### config.mk
export PLATFORM = sky130hd
export DESIGN_NAME = moving_avg_arbiter
export DESIGN_NICKNAME = d
export VERILOG_FILES = /design/src/rtl/moving_avg_arbiter.sv
export SDC_FILE = /design/constraint.sdc
export NUM_CORES = 1
export LEC_CHECK = 0
export ABC_AREA = 1
export CORE_ASPECT_RATIO = 1.1
export CORE_MARGIN = 2
export CORE_UTILIZATION = 41
export CTS_BUF_LIST = sky130_fd_sc_hd__clkbuf_16
export CTS_CLUSTER_DIAMETER = 50
export DETAILED_ROUTE_END_ITERATION = 10
export GPL_ROUTABILITY_DRIVEN = 0
export PLACE_DENSITY = 0.83
export SETUP_SLACK_MARGIN = 0.4
export SLEW_MARGIN = 20
export SYNTH_ARGS = -nofsm -noshare
export SYNTH_HDL_FRONTEND = slang
export SYNTH_SLANG_ARGS = --single-unit
### constraint.sdc
create_clock -name clk -period 3.7 [get_ports clk]
set_clock_uncertainty 0.15 [all_clocks]
set_input_delay 0.555 -clock clk [delete_from_list [all_inputs] [get_ports clk]]
set_output_delay 0.555 -clock clk [all_outputs]
set_load 0.02 [all_outputs]
### src/rtl/moving_avg_arbiter.sv
// Round-robin sequencer sharing one start/done moving-average engine between N_REQ requesters.
// One transaction at a time: IDLE -> ISSUE -> WAIT -> RESP, with a watchdog on WAIT.
module moving_avg_arbiter #(
    parameter int N_REQ   = 4,
    parameter int TIMEOUT = 15
) (
    input  logic                  clk,
    input  logic                  reset,
    input  logic [N_REQ-1:0]      req,
    input  logic [32*N_REQ-1:0]   req_data,
    output logic [N_REQ-1:0]      grant,
    output logic [N_REQ-1:0]      resp_valid,
    output logic [31:0]           resp_data,
    output logic                  resp_err,
    output logic                  busy,
    output logic                  eng_clk_en,
    output logic                  eng_start,
    output logic [31:0]           eng_dataa,
    output logic [31:0]           eng_datab,
    input  logic [31:0]           eng_result,
    input  logic                  eng_done,
    output logic [1:0]            state_dbg
);

    // Handshake: req[i] is a level held (with req_data stable) until resp_valid[i]
    // pulses for one cycle; resp_data/resp_err are valid in that cycle and held after.
    localparam int SEL_W = (N_REQ > 1) ? $clog2(N_REQ) : 1;
    localparam int CNT_W = $clog2(TIMEOUT + 1);

    typedef enum logic [1:0] {
        IDLE  = 2'd0,
        ISSUE = 2'd1,
        WAIT  = 2'd2,
        RESP  = 2'd3
    } state_t;

    state_t             state, state_nx;
    logic [SEL_W-1:0]   rr;
    logic [SEL_W-1:0]   sel;
    logic [SEL_W-1:0]   pick;
    logic [SEL_W-1:0]   idx;
    logic               pick_vld;
    logic [CNT_W-1:0]   wdog;
    logic               timeout_hit;

    assign timeout_hit = (wdog == CNT_W'(TIMEOUT - 1));
    assign state_dbg   = state;

    // Scan offsets high to low so the nearest set bit after rr wins.
    always_comb begin
        pick     = '0;
        pick_vld = 1'b0;
        idx      = '0;
        for (int i = N_REQ; i >= 1; i--) begin
            idx = SEL_W'((int'(rr) + i) % N_REQ);
            if (req[idx]) begin
                pick     = idx;
                pick_vld = 1'b1;
            end
        end
    end

    always_comb begin
        state_nx = state;
        case (state)
            IDLE:    if (pick_vld) state_nx = ISSUE;
            ISSUE:   state_nx = WAIT;
            WAIT:    if (eng_done || timeout_hit) state_nx = RESP;
            RESP:    state_nx = IDLE;
            default: state_nx = IDLE;
        endcase
    end

    always_comb begin
        busy       = (state != IDLE);
        eng_start  = (state == ISSUE);
        eng_clk_en = (state == ISSUE) || (state == WAIT);
        resp_valid = (state == RESP) ? grant : '0;
    end

    always_ff @(posedge clk or posedge reset) begin
        if (reset) begin
            state     <= IDLE;
            rr        <= SEL_W'(N_REQ - 1);
            sel       <= '0;
            grant     <= '0;
            wdog      <= '0;
            resp_data <= '0;
            resp_err  <= 1'b0;
            eng_dataa <= '0;
            eng_datab <= '0;
        end else begin
            state <= state_nx;
            case (state)
                IDLE: begin
                    if (pick_vld) begin
                        grant     <= N_REQ'(1) << pick;
                        sel       <= pick;
                        eng_dataa <= req_data[32*int'(pick) +: 32];
                        eng_datab <= 32'(pick);
                    end
                end
                ISSUE: wdog <= '0;
                WAIT: begin
                    wdog <= wdog + 1'b1;
                    // A done arriving on the last watchdog cycle still counts as success.
                    if (eng_done) begin
                        resp_data <= eng_result;
                        resp_err  <= 1'b0;
                    end else if (timeout_hit) begin
                        resp_data <= '0;
                        resp_err  <= 1'b1;
                    end
                end
                RESP: begin
                    rr        <= sel;
                    grant     <= '0;
                    eng_dataa <= '0;
                    eng_datab <= '0;
                end
                default: ;
            endcase
        end
    end

endmodule

==> flow_metrics.tcl, run 1 <==
set metrics [dict create \
    hpwlAfterDp_mm 12.0 \
    postPlaceCellArea_um2 7640 \
    cts.reportedPaths.clkPinSlew_ns 0.07 \
    totalWireLength_mm 17.0 \
    hold_path_class "reg -> reg" \
    grt_first_pass_wirelength_mm 26.2 \
    global_route.overflow_total 0 \
    post_route_cells_drive_above_1_share_pct 6.05 \
    floorplan.rows 43 \
    worstMarginPinSlew_ns 1.03 \
    die_x_um 113 \
    multiInputGateArea_um2 2750 \
    final_cell_mix "nand2_1, clkdlybuf4s50_1, nand3_1, dfrtp_1, o21ai_0" \
    totalNegativeSetupSlack_ns 0 \
    crit_path_end_kind "output port" \
    cts.path.max_buffers 2 \
    final_hold_viol_count 0 \
    initial_util_pct 42.1 \
    routed_via_density 4.92 \
    post_cts_resized 0 \
    wl_per_cell_um 14.8 \
    crit_path_max_fanout 11 \
    initialDrtViolationCount 373 \
    grt_start_max_net_pins 67 \
    clk_sinks 81 \
    grt_antenna_before_repair 2 \
    total_via_count_in_the_routed_design 5655 \
    fp.dieArea_um2 13900 \
    yosys_warnings 0 \
    layout.nets 1160 \
    setup_repair_after_global_routing_missed_its_margin "no" \
    layout.cells.non_filler 1149 \
    layout_worst_path_cycle_share_pct 80.8 \
    port_buffer_cells 246 \
    worst_slew_margin_relative_to_its_limit_pct 31.0 \
    synth_sequential_area_ratio_pct 38.1 \
    crit_required_ns 2.99 \
    synth.ff_latch_count 81 \
    remaining_drc_errors 0 \
    core_area_um2 12600 \
    synth_area_um2 5330 \
    seq_area_um2 2030 \
    report.final.slew_viol_count 0 \
    final_design_area_no_fill_um2 7970 \
    ir_drop_v 0.000778 \
    synth_cell_type_count 31 \
    nFillCells 1144 \
    result_of_the_run "complete, no violations" \
    cts_root_buf "clkbuf_16" \
    tritoncts.num_buffers 9 \
    final_common_cell "nand2_1" \
    ctsHtreeMaxLevel 3 \
    fp.dieH_um 124 \
    drtAntennaViolNets 0 \
    crit_path_start_kind "flip-flop" \
    critical_path_arrival_ns 2.28 \
    clock_latency_ns 0.33 \
    setup_viol 0 \
    power_leakage_uw 0.00402 \
    all_layer_gr_usage_pct 23.7 \
    hold-path-cell-count 2 \
    dp_cells 1132 \
    hold_buffers 0 \
    area_growth_pct 49.5 \
    critPathKind "reg -> out" \
    cts_tree "built" \
    power-per-cell-area_nw_per_um2 875 \
    clock.fmax_ghz 0.335 \
    synthCells 774 \
    detailedRoute.firstPassIterationCount 5 \
    design.portCount 277 \
    number_of_global_route_vias_before_repair 5295 \
    synth.avg_cell_area_um2 6.88 \
    drv_cap 0 \
    cts.repair_timing.setup_buffer_count 0 \
    layout_min_cycle_time_ns 2.99 \
    reg2regPathDepth 14 \
]
state kept, by name (all words and copies together) (netlist names):
register,count
resp_data,32
wdog,4
grant,4
rr,2
sel,2
eng_datab,2
eng_dataa,32
resp_err,1
state_dbg,2
synthesized netlist by cell type (all sizes together):
library cell | instances | share of area (%)
dfrtp | 79 | 37
nand2 | 383 | 28
and3 | 1 | 0.12
clkbuf | 9 | 0.63
o22ai | 1 | 0.12
nor2 | 6 | 0.82
o21ai | 42 | 4.0
ha | 7 | 1.6
nand3 | 138 | 14
buf | 73 | 10
conb | 1 | 0.070
xor2 | 1 | 0.16
a21boi | 1 | 0.14
dfstp | 2 | 0.99
a31oi | 1 | 0.12
a21oi | 3 | 0.28
inv | 25 | 1.8
a211oi | 1 | 0.14
final timing paths:
check | from | endpoint | slack [ns]
setup / recovery | state_dbg[0]$_DFFE_PP0P_ | resp_valid[2] | 0.71
hold / removal | sel[1]$_DFFE_PP0P_ | sel[1]$_DFFE_PP0P_ | 0.33
setup reg to reg | rr[0]$_DFFE_PP1P_ | eng_dataa[13]$_DFFE_PP0P_ | 1.05
hold reg to reg | sel[1]$_DFFE_PP0P_ | sel[1]$_DFFE_PP0P_ | 0.33
max in group asynchronous | reset | rr[0]$_DFFE_PP1P_ | 2.17
min in group asynchronous | reset | resp_data[10]$_DFFE_PP0P_ | 0.50
worst max-delay path: stages (launching register included):
cell	delay [ns]
dfrtp_1	0.42
ha_1	0.66
nand2_1	0.18
inv_1	0.09
clkdlybuf4s50_1	0.60
metrics by stage:
step | setup slack [ns] | util [%] | hold slack (ns) | power (uW)
floorplan | 0.918 | - | 0.299 | 4750
global placement | 0.820 | 60.4 | 0.311 | 5960
detailed placement | 0.745 | 60.4 | 0.315 | 6010
CTS | 0.655 | 63.0 | 0.332 | 7030
global route | 0.627 | 63.0 | 0.342 | 7610
finish | 0.711 | 63.0 | 0.329 | 6970
cell families (layout without fill, tap and decap cells):
family	after synthesis	count (layout)	synth area share [%]
AOI/OAI and AO/OA	49	49	4.81
xor gates and xnor gates	1	1	0.164
other	1	31	0.0704
and+or+nand+nor	528	528	42.8
DFF	81	81	38.1
buffers and inverters	107	295	12.4
adders and majority gates	7	7	1.64
where the power goes:
| group | leakage (uW) | switching, uW | internal [uW] |
|---|---|---|---|
| registers | 0.00106 | 221 | 1230 |
| clock network | 0.000158 | 378 | 598 |
| logic | 0.00280 | 2870 | 1680 |
final cells by class:
type                    count  area share (%)
clock inverters             7            1.27
inverters                  25            1.23
repair buffers            254            32.1
flip-flops and latches     81            25.5
multi-input cells         615            34.6
clock buffers               9            2.83
well taps                 157            2.47
diodes                      1          0.0314
routing by layer:
metal	vias up	GRT usage, %	part of all wire (%)
li1	2818	-	-
met1	2559	28.2	40
met2	248	40.4	47
met3	30	7.15	9.7
met4	0	9.07	2.6
met5	-	0	0
No activity file was read; power rests on OpenSTA's default activity.
==> run 2, diff against run 1 <==
==> constraint.sdc (replaced) <==
create_clock -name clk -period 3.06 [get_ports clk]
set_clock_uncertainty 0.15 [all_clocks]
set_input_delay 0.459 -clock clk [delete_from_list [all_inputs] [get_ports clk]]
set_output_delay 0.459 -clock clk [all_outputs]
set_load 0.02 [all_outputs]
==> run 2 against run 1 <==
  * Via count grew 1.0%
  * Die area is the same
  * Largest cell class unchanged
  * Sequential power grew 21%
==> flow_metrics.tcl, run 2 (synthesized netlist as in run 1, its figures left out) <==
set metrics [dict create \
    remaining_drc_errors 0 \
    ir_drop_v 0.000672 \
    core_area_um2 12600 \
    total_via_count_in_the_routed_design 5714 \
    worstMarginPinSlew_ns 0.690 \
    cts.repair_timing.setup_buffer_count 0 \
    area_growth_pct 51.0 \
    layout.nets 1165 \
    all_layer_gr_usage_pct 24.2 \
    top_regs "eng_dataa: 32 flops, resp_data: 32 flops" \
    hold_path_class "reg -> reg" \
    number_of_global_route_vias_before_repair 5408 \
    grt_start_max_net_pins 67 \
    final_cell_mix "nand2_1, clkdlybuf4s50_1, nand3_1, dfrtp_1, o21ai_0" \
    floorplan.rows 43 \
    worst_slew_margin_relative_to_its_limit_pct 53.9 \
    cts_root_buf "clkbuf_16" \
    critical_path_arrival_ns 1.91 \
    wl_per_cell_um 14.9 \
    hold_buffers 0 \
    min_from "resp_data[15]$_DFFE_PP0P_" \
    cts.reportedPaths.clkPinSlew_ns 0.06 \
    global_route.overflow_total 0 \
    drtAntennaViolNets 0 \
    totalNegativeSetupSlack_ns 0 \
    hold-path-cell-count 2 \
    reg2regPathDepth 15 \
    post_route_cells_drive_above_1_share_pct 6.43 \
    setup.reg_to_reg.worst_slack_ns 0.68 \
    tritoncts.num_buffers 9 \
    grt_antenna_before_repair 1 \
    grt_first_pass_wirelength_mm 26.8 \
    initial_util_pct 42.1 \
    power-per-cell-area_nw_per_um2 1060 \
    layout_worst_path_cycle_share_pct 82.2 \
    hpwlAfterDp_mm 12.3 \
    result_of_the_run "complete, no violations" \
    setup_repair_after_global_routing_missed_its_margin "no" \
    cts_tree "built" \
    power_leakage_uw 0.00405 \
    port_buffer_cells 246 \
    layout_min_cycle_time_ns 2.52 \
    die_x_um 113 \
    clock.fmax_ghz 0.398 \
    clk_sinks 81 \
    cts.path.max_buffers 2 \
    crit_required_ns 2.45 \
    routed_via_density 4.95 \
    final_common_cell "nand2_1" \
    crit_path_start_kind "flip-flop" \
    rr_startpoint "rr[0]$_DFFE_PP1P_" \
    holdPathEnd "resp_data[15]$_DFFE_PP0P_" \
    critPathKind "reg -> out" \
    initialDrtViolationCount 469 \
    layout.core_utilization_pct 63.6 \
    detailedRoute.firstPassIterationCount 5 \
    drv_cap 0 \
    final_hold_viol_count 0 \
    crit_path_max_fanout 5 \
    rr_endpoint "eng_dataa[3]$_DFFE_PP0P_" \
    report.final.slew_viol_count 0 \
    clock_latency_ns 0.33 \
    fp.dieH_um 124 \
    ctsHtreeMaxLevel 3 \
    totalWireLength_mm 17.2 \
    setup_viol 0 \
    crit_path_end_kind "output port" \
    design.portCount 277 \
    fp.dieArea_um2 13900 \
]
==> run 2: worst max-delay path, cell delays in order (launching register included) <==
cell and delay, ns:
dfrtp_1 0.47, inv_1 0.12, ha_1 0.26, inv_1 0.10
clkdlybuf4s50_1 0.62
==> run 2: layer usage <==
metal,GRT usage (%),part of all wire (%),up-vias
met5,0,0,-
met3,8.66,11,30
met2,41.3,47,272
li1,-,-,2830
met1,28.7,39,2582
met4,7.39,2.4,0
==> run 2: cell type report <==
class / count / area (um^2)
antenna: 1 / 2.50
clock buffer: 9 / 225
sequential: 81 / 2030
tap: 157 / 196
clock inverter: 7 / 71.3
multi-input combinational: 615 / 2780
timing repair buffer: 259 / 2650
inverter: 25 / 100
fill: 1122 / 4600
==> run 2: worst max path at each step <==
stage | from | end | slack (ns) | cells after the start
6_report | state_dbg[0]$_DFFE_PP0P_ | busy | 0.54 | 4
5_1_grt | state_dbg[0]$_DFFE_PP0P_ | busy | 0.42 | 4
4_1_cts | state_dbg[0]$_DFFE_PP0P_ | resp_valid[2] | 0.37 | 4
3_5_place_dp | req[0] | eng_dataa[0]$_DFFE_PP0P_ | 0.37 | 15
3_3_place_gp | req[1] | eng_dataa[31]$_DFFE_PP0P_ | 0.46 | 15
2_1_floorplan | rr[0]$_DFFE_PP1P_ | eng_dataa[0]$_DFFE_PP0P_ | 1.08 | 16
==> run 2: per-stage QoR <==
step	power (uW)	area, um^2	worst slack, ns	cells	hold slack, ns
after detailed placement	7390	7690	0.370	1136	0.314
after CTS	8530	7990	0.367	1152	0.331
after global routing	9360	8040	0.416	1153	0.355
after floorplan	5740	5440	1.08	803	0.299
final	8560	8050	0.544	1154	0.330
after global placement	7320	7690	0.455	1136	0.311
==> run 2: timing repair <==
item | in CTS | in global routing
gates resized for setup | 1 | 3
cloned | 0 | 0
setup endpoints to repair | 4 | 9
==> run 2: report_power, final <==
group / internal [uW] / switching [uW]
sequential: 1490 / 278
clock: 632 / 445
combinational: 2190 / 3530
total: 4310 / 4250
